===== src/rtl/video_timing_pkg.sv =====
// Shared raster-timing definitions: scheduler states, region-boundary helpers and
// the 640x480@60 default constant set.
package video_timing_pkg;

  typedef enum logic [1:0] {
    StIdle,
    StRun,
    StDrain
  } state_e;

  // 640x480@60 defaults
  localparam int unsigned DefHVisible = 640;
  localparam int unsigned DefHFront   = 16;
  localparam int unsigned DefHSync    = 96;
  localparam int unsigned DefHBack    = 48;
  localparam int unsigned DefVVisible = 480;
  localparam int unsigned DefVFront   = 10;
  localparam int unsigned DefVSync    = 2;
  localparam int unsigned DefVBack    = 33;
  localparam int unsigned DefCntW     = 12;

  // Last coordinate of the visible region
  function automatic int unsigned visible_end(input int unsigned visible);
    return visible - 1;
  endfunction

  // First coordinate of the sync pulse
  function automatic int unsigned sync_start(input int unsigned visible,
                                             input int unsigned front);
    return visible + front;
  endfunction

  // Last coordinate of the sync pulse
  function automatic int unsigned sync_end(input int unsigned visible,
                                           input int unsigned front,
                                           input int unsigned sync);
    return visible + front + sync - 1;
  endfunction

  // Total positions per line (or lines per frame)
  function automatic int unsigned total(input int unsigned visible,
                                        input int unsigned front,
                                        input int unsigned sync,
                                        input int unsigned back);
    return visible + front + sync + back;
  endfunction

endpackage


===== src/rtl/video_sync_scheduler_if.sv =====
// Upstream pixel stream: one 24-bit {B,G,R} pixel per ready/valid transfer.
interface video_sync_scheduler_if;

  logic [23:0] Pixel_Data;
  logic        Pixel_Valid;
  logic        Pixel_Ready;

  // Pixel source (frame reader or line FIFO)
  modport master (
    output Pixel_Data,
    output Pixel_Valid,
    input  Pixel_Ready
  );

  // Scheduler side
  modport slave (
    input  Pixel_Data,
    input  Pixel_Valid,
    output Pixel_Ready
  );

endinterface


===== src/rtl/video_hv_counter.sv =====
// Horizontal/vertical raster position counters. clear holds both at zero and
// wins over run; run advances h every cycle and v on each h wrap.
module video_hv_counter
  import video_timing_pkg::*;
#(
  parameter int unsigned H_TOTAL = total(DefHVisible, DefHFront, DefHSync, DefHBack),
  parameter int unsigned V_TOTAL = total(DefVVisible, DefVFront, DefVSync, DefVBack),
  parameter int unsigned CNT_W   = DefCntW
) (
  input  logic             clk,
  input  logic             rst,
  input  logic             run,
  input  logic             clear,
  output logic [CNT_W-1:0] h,
  output logic [CNT_W-1:0] v,
  output logic             line_end,
  output logic             frame_end
);

  localparam logic [CNT_W-1:0] HLast = CNT_W'(H_TOTAL - 1);
  localparam logic [CNT_W-1:0] VLast = CNT_W'(V_TOTAL - 1);

  assign line_end  = (h == HLast);
  assign frame_end = line_end && (v == VLast);

  // Position update: hold at origin while cleared, otherwise step through the raster
  always_ff @(posedge clk or posedge rst) begin
    if (rst) begin
      h <= '0;
      v <= '0;
    end else if (clear) begin
      h <= '0;
      v <= '0;
    end else if (run) begin
      if (line_end) begin
        h <= '0;
        v <= frame_end ? '0 : v + 1'b1;
      end else begin
        h <= h + 1'b1;
      end
    end
  end

endmodule


===== src/rtl/video_sync_scheduler.sv =====
// Raster timing generator and pixel scheduler. Produces HD/VD/DEN from the h/v
// counters, pulls one pixel per visible slot and presents it aligned with the
// syncs one cycle after the counter position that produced it.
module video_sync_scheduler
  import video_timing_pkg::*;
#(
  parameter int unsigned H_VISIBLE = DefHVisible,
  parameter int unsigned H_FRONT   = DefHFront,
  parameter int unsigned H_SYNC    = DefHSync,
  parameter int unsigned H_BACK    = DefHBack,
  parameter int unsigned V_VISIBLE = DefVVisible,
  parameter int unsigned V_FRONT   = DefVFront,
  parameter int unsigned V_SYNC    = DefVSync,
  parameter int unsigned V_BACK    = DefVBack,
  parameter bit          SYNC_POL  = 1'b0,
  parameter int unsigned CNT_W     = DefCntW
) (
  input  logic                   Video_CLK,
  input  logic                   Video_RESET,
  input  logic                   Enable,
  video_sync_scheduler_if.slave  pix,
  input  logic                   Underflow_Clear,
  output logic                   Video_HD,
  output logic                   Video_VD,
  output logic                   Video_DEN,
  output logic [23:0]            Video_RGB_Out,
  output logic [CNT_W-1:0]       Pixel_X,
  output logic [CNT_W-1:0]       Pixel_Y,
  output logic                   Frame_Start,
  output logic                   Underflow,
  output logic                   Busy
);

  localparam int unsigned HTotal = total(H_VISIBLE, H_FRONT, H_SYNC, H_BACK);
  localparam int unsigned VTotal = total(V_VISIBLE, V_FRONT, V_SYNC, V_BACK);

  localparam logic [CNT_W-1:0] HVisEnd    = CNT_W'(visible_end(H_VISIBLE));
  localparam logic [CNT_W-1:0] HSyncStart = CNT_W'(sync_start(H_VISIBLE, H_FRONT));
  localparam logic [CNT_W-1:0] HSyncEnd   = CNT_W'(sync_end(H_VISIBLE, H_FRONT, H_SYNC));
  localparam logic [CNT_W-1:0] VVisEnd    = CNT_W'(visible_end(V_VISIBLE));
  localparam logic [CNT_W-1:0] VSyncStart = CNT_W'(sync_start(V_VISIBLE, V_FRONT));
  localparam logic [CNT_W-1:0] VSyncEnd   = CNT_W'(sync_end(V_VISIBLE, V_FRONT, V_SYNC));

  // Counters must be able to reach the last position of the raster
  if ((longint'(HTotal) - 1 >= (longint'(1) << CNT_W)) ||
      (longint'(VTotal) - 1 >= (longint'(1) << CNT_W))) begin : g_width_check
    $error("CNT_W too narrow for H_TOTAL-1 / V_TOTAL-1");
  end

  state_e           state_q;
  logic [CNT_W-1:0] h, v;
  logic             line_end, frame_end;
  logic             active, cnt_clear;
  logic             h_vis, v_vis, h_sync, v_sync;
  logic             pixel_ready, slot_empty;
  logic             unused_line_end;

  assign active    = (state_q != StIdle);
  assign cnt_clear = ~active;

  video_hv_counter #(
    .H_TOTAL (HTotal),
    .V_TOTAL (VTotal),
    .CNT_W   (CNT_W)
  ) u_hv_counter (
    .clk       (Video_CLK),
    .rst       (Video_RESET),
    .run       (active),
    .clear     (cnt_clear),
    .h         (h),
    .v         (v),
    .line_end  (line_end),
    .frame_end (frame_end)
  );

  assign unused_line_end = line_end;

  assign h_vis  = (h <= HVisEnd);
  assign v_vis  = (v <= VVisEnd);
  assign h_sync = active && (h >= HSyncStart) && (h <= HSyncEnd);
  assign v_sync = active && (v >= VSyncStart) && (v <= VSyncEnd);

  // Timing never stalls: a visible slot with no valid data is emitted as black
  assign pixel_ready     = active && h_vis && v_vis;
  assign slot_empty      = pixel_ready && !pix.Pixel_Valid;
  assign pix.Pixel_Ready = pixel_ready;
  assign Busy            = active;

  // Run control: Enable may stop output only at the last position of a frame
  always_ff @(posedge Video_CLK or posedge Video_RESET) begin
    if (Video_RESET) begin
      state_q <= StIdle;
    end else begin
      unique case (state_q)
        StIdle:  if (Enable) state_q <= StRun;
        StRun:   if (!Enable) state_q <= frame_end ? StIdle : StDrain;
        StDrain: begin
          if (Enable)         state_q <= StRun;
          else if (frame_end) state_q <= StIdle;
        end
        default: state_q <= StIdle;
      endcase
    end
  end

  // Registered video outputs, all from the same counter position
  always_ff @(posedge Video_CLK or posedge Video_RESET) begin
    if (Video_RESET) begin
      Video_HD      <= ~SYNC_POL;
      Video_VD      <= ~SYNC_POL;
      Video_DEN     <= 1'b0;
      Video_RGB_Out <= '0;
      Pixel_X       <= '0;
      Pixel_Y       <= '0;
      Frame_Start   <= 1'b0;
    end else begin
      Video_HD      <= h_sync ? SYNC_POL : ~SYNC_POL;
      Video_VD      <= v_sync ? SYNC_POL : ~SYNC_POL;
      Video_DEN     <= pixel_ready;
      Video_RGB_Out <= (pixel_ready && pix.Pixel_Valid) ? pix.Pixel_Data : '0;
      Frame_Start   <= active && (h == '0) && (v == '0);
      if (pixel_ready) begin
        Pixel_X <= h;
        Pixel_Y <= v;
      end
    end
  end

  // Sticky underflow flag; a new empty slot beats a simultaneous clear
  always_ff @(posedge Video_CLK or posedge Video_RESET) begin
    if (Video_RESET) begin
      Underflow <= 1'b0;
    end else if (slot_empty) begin
      Underflow <= 1'b1;
    end else if (Underflow_Clear) begin
      Underflow <= 1'b0;
    end
  end

endmodule


===== src/flat_wrapper.sv =====
// flat-port wrapper written by rule: the top's interface ports become plain ports
module video_sync_scheduler_flat import video_timing_pkg::*;
#(
  parameter int unsigned H_VISIBLE = DefHVisible,
  parameter int unsigned H_FRONT   = DefHFront,
  parameter int unsigned H_SYNC    = DefHSync,
  parameter int unsigned H_BACK    = DefHBack,
  parameter int unsigned V_VISIBLE = DefVVisible,
  parameter int unsigned V_FRONT   = DefVFront,
  parameter int unsigned V_SYNC    = DefVSync,
  parameter int unsigned V_BACK    = DefVBack,
  parameter bit          SYNC_POL  = 1'b0,
  parameter int unsigned CNT_W     = DefCntW
)
  (Video_CLK, Video_RESET, Enable, Underflow_Clear, Video_HD, Video_VD, Video_DEN, Video_RGB_Out, Pixel_X, Pixel_Y, Frame_Start, Underflow, Busy, pix_Pixel_Data, pix_Pixel_Valid, pix_Pixel_Ready);
  video_sync_scheduler_if pix_i ();
  input  logic Video_CLK;
  input  logic Video_RESET;
  input  logic Enable;
  input  logic Underflow_Clear;
  output logic Video_HD;
  output logic Video_VD;
  output logic Video_DEN;
  output logic [23:0] Video_RGB_Out;
  output logic [CNT_W-1:0] Pixel_X;
  output logic [CNT_W-1:0] Pixel_Y;
  output logic Frame_Start;
  output logic Underflow;
  output logic Busy;
  input wire logic [$bits(pix_i.Pixel_Data)-1:0] pix_Pixel_Data;
  input wire logic [$bits(pix_i.Pixel_Valid)-1:0] pix_Pixel_Valid;
  output wire logic [$bits(pix_i.Pixel_Ready)-1:0] pix_Pixel_Ready;
  assign pix_i.Pixel_Data = pix_Pixel_Data;
  assign pix_i.Pixel_Valid = pix_Pixel_Valid;
  assign pix_Pixel_Ready = pix_i.Pixel_Ready;
  video_sync_scheduler #(.H_VISIBLE(H_VISIBLE), .H_FRONT(H_FRONT), .H_SYNC(H_SYNC), .H_BACK(H_BACK), .V_VISIBLE(V_VISIBLE), .V_FRONT(V_FRONT), .V_SYNC(V_SYNC), .V_BACK(V_BACK), .SYNC_POL(SYNC_POL), .CNT_W(CNT_W)) u_core (.Video_CLK(Video_CLK), .Video_RESET(Video_RESET), .Enable(Enable), .pix(pix_i), .Underflow_Clear(Underflow_Clear), .Video_HD(Video_HD), .Video_VD(Video_VD), .Video_DEN(Video_DEN), .Video_RGB_Out(Video_RGB_Out), .Pixel_X(Pixel_X), .Pixel_Y(Pixel_Y), .Frame_Start(Frame_Start), .Underflow(Underflow), .Busy(Busy));
endmodule

===== config.mk =====
export PLATFORM = sky130hd
export DESIGN_NAME = video_sync_scheduler_flat
export DESIGN_NICKNAME = d
export VERILOG_FILES = /design/src/rtl/video_timing_pkg.sv /design/src/rtl/video_sync_scheduler_if.sv /design/src/rtl/video_hv_counter.sv /design/src/rtl/video_sync_scheduler.sv /design/src/flat_wrapper.sv
export SDC_FILE = /design/constraint.sdc
export NUM_CORES = 1
export LEC_CHECK = 0
export ABC_AREA = 1
export BUFFER_PORTS_ARGS = -buffer_cell sky130_fd_sc_hd__buf_2
export CORE_MARGIN = 5
export CORE_UTILIZATION = 58
export CTS_CLUSTER_SIZE = 16
export DETAILED_ROUTE_END_ITERATION = 8
export PLACE_DENSITY_LB_ADDON = 0.05
export SYNTH_ARGS = -nofsm -noshare
export SYNTH_HDL_FRONTEND = slang
export SYNTH_SLANG_ARGS = --single-unit

===== constraint.sdc =====
create_clock -name Video_CLK -period 6.43 [get_ports Video_CLK]
set_input_delay 1.286 -clock Video_CLK [delete_from_list [all_inputs] [get_ports Video_CLK]]
set_output_delay 1.286 -clock Video_CLK [all_outputs]
set_load 0.01 [all_outputs]

Word level (Yosys, flattened, before mapping) --
Cells that the tools add are included.
Storage, ports and cells: bits in registers 79, bits in latches 0, memory bits (writable) 0, memory bits (read-only) 0, output and inout bits 55, memories kept 0
Cells by class: $add $sub $neg 2, multipliers 0, div/mod/pow operators 0, order comparisons 6, equality and inequality tests 8, shift-type cells 0, mux-type cells 16, bitwise gates (word level) 0, reduce and logical (&&, ||, !) cells 18
Operator list (count):
- two-way mux 12 bit | 5
- adder 12 x 1 -> 12 bit (second input constant) | 2
- equality test 12 x 10 -> 1 bit (second input constant) | 2
- <= comparator 12 x 10 -> 1 bit (second input constant) | 2
- <= comparator 12 x 9 -> 1 bit (second input constant) | 2
- logical NOT 12 bit | 2
- two-way mux 24 bit | 1
- greater-or-equal comparator 12 x 10 -> 1 bit (second input constant) | 1
- greater-or-equal comparator 12 x 9 -> 1 bit (second input constant) | 1
- logical AND 1 bit | 11
- two-way mux 2 bit | 5
- != test 2 bit (second input constant) | 3
- one-hot mux 2 bit (3 select lines) | 1
- two-way mux 1 bit | 4
- nonzero test 2 bit | 2
- != test 3 x 2 -> 1 bit (second input constant) | 1
- AND reduction 3 bit | 1
- equality test 2 x 1 -> 1 bit (second input constant) | 1
- equality test 2 bit (second input constant) | 1
- logical NOT 2 bit | 1
- logical NOT 1 bit | 1

Depth between registers and ports, before layout --
depth after elaboration 5, gate-level depth with buffers 9

Cells and area by module --
Synthesis repeated with hierarchy kept, for this count alone.
Unflattened totals: cells, all modules 460, area total of the unflattened synthesis 3885.0 um2
By module, submodules not included:
- video_sync_scheduler | instances 1, cells an instance 235, area each 2252.2 um2, seq. area each 1378.8 um2
- video_hv_counter | instances 1, cells an instance 225, area each 1632.8 um2, seq. area each 600.6 um2

Worst setup path after synthesis --
OpenSTA, ideal clock, no wires.
path type flip-flop to output port, start point reg u_core.u_hv_counter.h[10], end point out pix_Pixel_Ready, arrival time 1.006 ns, required time 5.144 ns, slack 4.138 ns, stages on the path, launching flop included 6, cell sequence dfrtp_1 > nor2_4 > nand2_2 > nor2_2 > nand3_4 > inv_6
On the way: word-level cells in the longest chain between the ends 3
Ends and longest elaborated chain:
- start, declared | line video_hv_counter.sv:14 | output logic [CNT_W-1:0] h,
- start signal, assigned | line video_hv_counter.sv:39 | h <= h + 1'b1;
- <= comparator 12 x 10 -> 1 bit | line video_sync_scheduler.sv:78 | assign h_vis = (h <= HVisEnd);
- logical AND 1 bit (2 in a row) | line video_sync_scheduler.sv:84 | assign pixel_ready = active && h_vis && v_vis;
- end, declared | line flat_wrapper.sv:32 | output wire logic [$bits(pix_i.Pixel_Ready)-1:0] pix_Pixel_Ready;
Every way passes these cells.

Final worst setup path --
start point reg u_core.u_hv_counter.h[9], end point out pix_Pixel_Ready
The elaborated chain is that of the path after synthesis.

==> results.py <==
metrics = {
    "outcome": {
        "status": "completed",
    },
    "die": {
        "die_h_microns": 88.97,
        "die_x_microns": 88.97,
        "io_pins": 84,
        "dieArea_sq_um": 7916,
        "fp-row-count": 28,
        "start_util_pct": 60.38,
        "core_area_sq_um": 5991,
    },
    "final_layout": {
        "area_delta_synth_final_pct": 17.47,
        "drive_above_1_share_pct": 27.20,
        "multi_input_area_sq_um": 1294,
        "seq_area_sq_um": 1979,
        "nFillCells": 489,
        "antennaDiodeCount": 0,
        "final_core_util_pct": 70.93,
        "final_nets": 518,
    },
    "timing": {
        "min_period_ps": 3290,
        "slew_violations": 0,
        "fin_setup_tns_ps": 0,
        "hold_viol": 0,
        "skew_ps": 9.032,
        "rsz0062_at_grt": "false",
        "clock.fmax_mhz": 304.0,
        "setup-violations-final": 0,
        "tightest_slew_ps": 953.0,
        "fin_ws_ps": 3140,
        "period_share_pct": 51.16,
        "slew_headroom_pct": 36.47,
        "hold_ws_ps": 480.9,
    },
    "cts": {
        "cts_resized": 0,
        "cts.sinks": 79,
        "insertion_delay_ps": 350,
        "tritoncts": "done",
        "ctsHoldBuffers": 0,
        "clk_pin_slew_ps": 80,
        "post_cts_buffers": 0,
        "root_buffer": "clkbuf_8",
        "h-tree-depth": 3,
        "clockBufferDepth": 2,
        "cts_buffers": 9,
    },
    "grt": {
        "top_usage_layer": "met2",
        "grt_max_degree": 80,
        "grt_usage_pct": 20.30,
        "grtUsageMet2_pct": 31.92,
        "antenna_found_initial": 0,
        "grt_use_met1_pct": 26.42,
        "grt_pass1_vias": 2632,
        "overflow": 0,
        "grt_pass1_wl_mm": 12.23,
        "grtUsageMet3_pct": 5.346,
    },
    "yosys": {
        "synth_seq_cells": 79,
        "yosys.area.top_type": "dfrtp_1",
        "synth_top_area_share_pct": 53.27,
        "yosysSeqAreaShare_pct": 54.72,
        "synth-xor-area-share_pct": 0.2421,
        "syn_inst": 396,
        "synth_fa_ha_area_share_pct": 1.730,
        "postSynthAreaPerCell_sq_um": 9.134,
        "synth_top_family_by_area": "simple AND/OR/NAND/NOR gates",
        "yosys_warnings": 0,
        "synth_mux_area_share_pct": 0,
        "syn_area_sq_um": 3617,
        "synth_simple_gate_area_share_pct": 27.74,
        "yosys-top-cells-area": "dfrtp_1 (53%), nand2_1 (7.5%), inv_1 (6.8%)",
        "synth_cell_types": 32,
        "synth_compound_area_share_pct": 6.053,
        "syn_nets": 430,
    },
    "place": {
        "dp_slack_ps": 3522,
        "port_buffers": 83,
        "gp_congestion": 0.8974,
        "hpwl_mm": 5.451,
    },
    "pwr": {
        "power_mw": 1.019,
        "p_per_area_nw_per_um2": 239.8,
        "leakage_nw": 2.249,
        "peakVddDrop_v": 0.0001616,
    },
    "setup_path": {
        "critical-path-top-delay-family": "simple AND/OR/NAND/NOR gates",
        "r2r_cells": 7,
        "critical_path_class": "reg2out",
        "slowest_stage": "dfrtp_1",
        "worstReg2RegEnd": "u_core.Video_RGB_Out[0]",
        "startpoint_type": "flip-flop",
        "worst-path-max-fanout": 40,
        "cpPeakStageDelay_ps": 430,
        "r2r_setup_slack_ps": 4440,
        "cp.required_ps": 5140,
        "crit_chain": "nand2_1, nand2_2, nor2_2, nand3_4, inv_6, buf_2",
        "cp_num_buf_inv": 2,
        "rr_startpoint": "u_core.u_hv_counter.h[9]",
        "crit_path_end_kind": "output port",
        "arrival_ps": 2000,
    },
    "job": {
        "drv_cap": 0,
    },
    "detailed_routing": {
        "viasPerCell": 4.945,
        "via_count": 2789,
        "drc_errors": 0,
        "wl_per_cell_microns": 13.59,
        "antenna_left": 0,
        "wirelength_mm": 7.667,
        "first_pass_iters": 5,
        "first_iter_violations": 155,
    },
    "worst_hold_path": {
        "min_path_cells": 2,
        "min_path_type": "reg2reg",
        "worstHoldEndpoint": "u_core.Pixel_Y[1]",
        "min_from": "u_core.Pixel_Y[1]",
    },
}
layout by cell type (no fill, tap or decap), types with 2 or more instances in the layout:
| master | n |
|---|---|
| nor2_4 | 21 |
| nand2_1 | 72 |
| inv_2 | 2 |
| dfstp_2 | 2 |
| inv_6 | 2 |
| clkbuf_8 | 10 |
| inv_1 | 65 |
| nand3_1 | 21 |
| o21ai_0 | 20 |
| clkbuf_1 | 2 |
| clkinvlp_4 | 2 |
| nor2_1 | 55 |
| nor3_1 | 5 |
| nand4_1 | 8 |
| nor2_2 | 4 |
| buf_2 | 83 |
| a21oi_1 | 11 |
| dfrtp_1 | 77 |
| o21ai_1 | 8 |
| ha_1 | 5 |
worst max path at each step:
stage / startpoint / slack, ps / cells after the start / to
floorplan: Video_RESET / 3120 / 1 / u_core.Frame_Start
global placement: u_core.u_hv_counter.h[10] / 3600 / 6 / pix_Pixel_Ready
detailed placement: u_core.u_hv_counter.h[10] / 3520 / 6 / pix_Pixel_Ready
CTS: u_core.u_hv_counter.h[10] / 3120 / 6 / pix_Pixel_Ready
global route: u_core.u_hv_counter.v[11] / 2980 / 6 / pix_Pixel_Ready
finish: u_core.u_hv_counter.h[9] / 3140 / 6 / pix_Pixel_Ready
report_power, final:
group	switching, mW	leakage (nW)	internal (mW)
clock network	0.179	0.0932	0.192
logic	0.0789	1.09	0.0397
registers	0.0114	1.07	0.519
total	0.269	2.25	0.750
area by class of cell:
class,instances,area share [%]
flip-flops and latches,79,46.58
well taps,75,2.208
clock buffers,12,3.416
repair buffers,84,9.953
inverters,68,6.125
multi-input cells,242,30.45
clock inverters,4,1.266
registers in the layout (all words and copies together) (netlist names):
register,flops
u_core.Video_DEN,1
u_core.Frame_Start,1
u_core.u_hv_counter.h,12
u_core.Video_RGB_Out,24
u_core.state_q,2
u_core.u_hv_counter.v,12
u_core.Pixel_X,12
u_core.Video_VD,1
u_core.Underflow,1
u_core.Pixel_Y,12
u_core.Video_HD,1
logic make-up after synthesis:
logic type,after synthesis
compound gates,42
flops,79
buf+inv,75
xor+xnor,1
fa+ha+maj,5
simple gates,194
worst register-to-register path: stages (launching register included):
cell	delay [ps]
dfrtp_1	430
nand2_1	200
nand2_2	100
nor2_2	160
nand3_4	360
inv_6	250
nand2_8	230
nor2_1	180
metrics by stage:
stage	cells	area, sq um
2_1_floorplan	396	3617
3_3_place_gp	548	4050
3_5_place_dp	548	4050
4_1_cts	564	4249
5_1_grt	564	4249
6_report	564	4249
routing by layer:
metal | wire length [microns] | vias to the layer above
li1 | - | 1404
met1 | 3186 | 1262
met2 | 3763 | 107
met3 | 599 | 16
met4 | 118 | 0
met5 | 0 | -
cells in the mapped netlist:
cell        n
nand2_8     1
o41ai_1     1
and3_1      1
buf_12      2
inv_1      66
nor2_2      4
buf_6       3
nor3_1      5
clkbuf_2    1
nand2_2     1
nand3_2     1
inv_2       1
dfstp_2     2
nand4_1     8
nor2_1     55
a21oi_1    11
nor4_1      1
ha_1        5
nand2_1    72
inv_6       1
nand3b_1    1
o21ai_1     8
nand3_1    21
o21ai_0    20
o2111ai_1   1
nand2_4     1
dfrtp_1    77
o22ai_1     1
nor2_4     21
xor2_1      1
nand3_4     1
buf_2       1
Note: power is estimated with default switching activity, not from simulation.
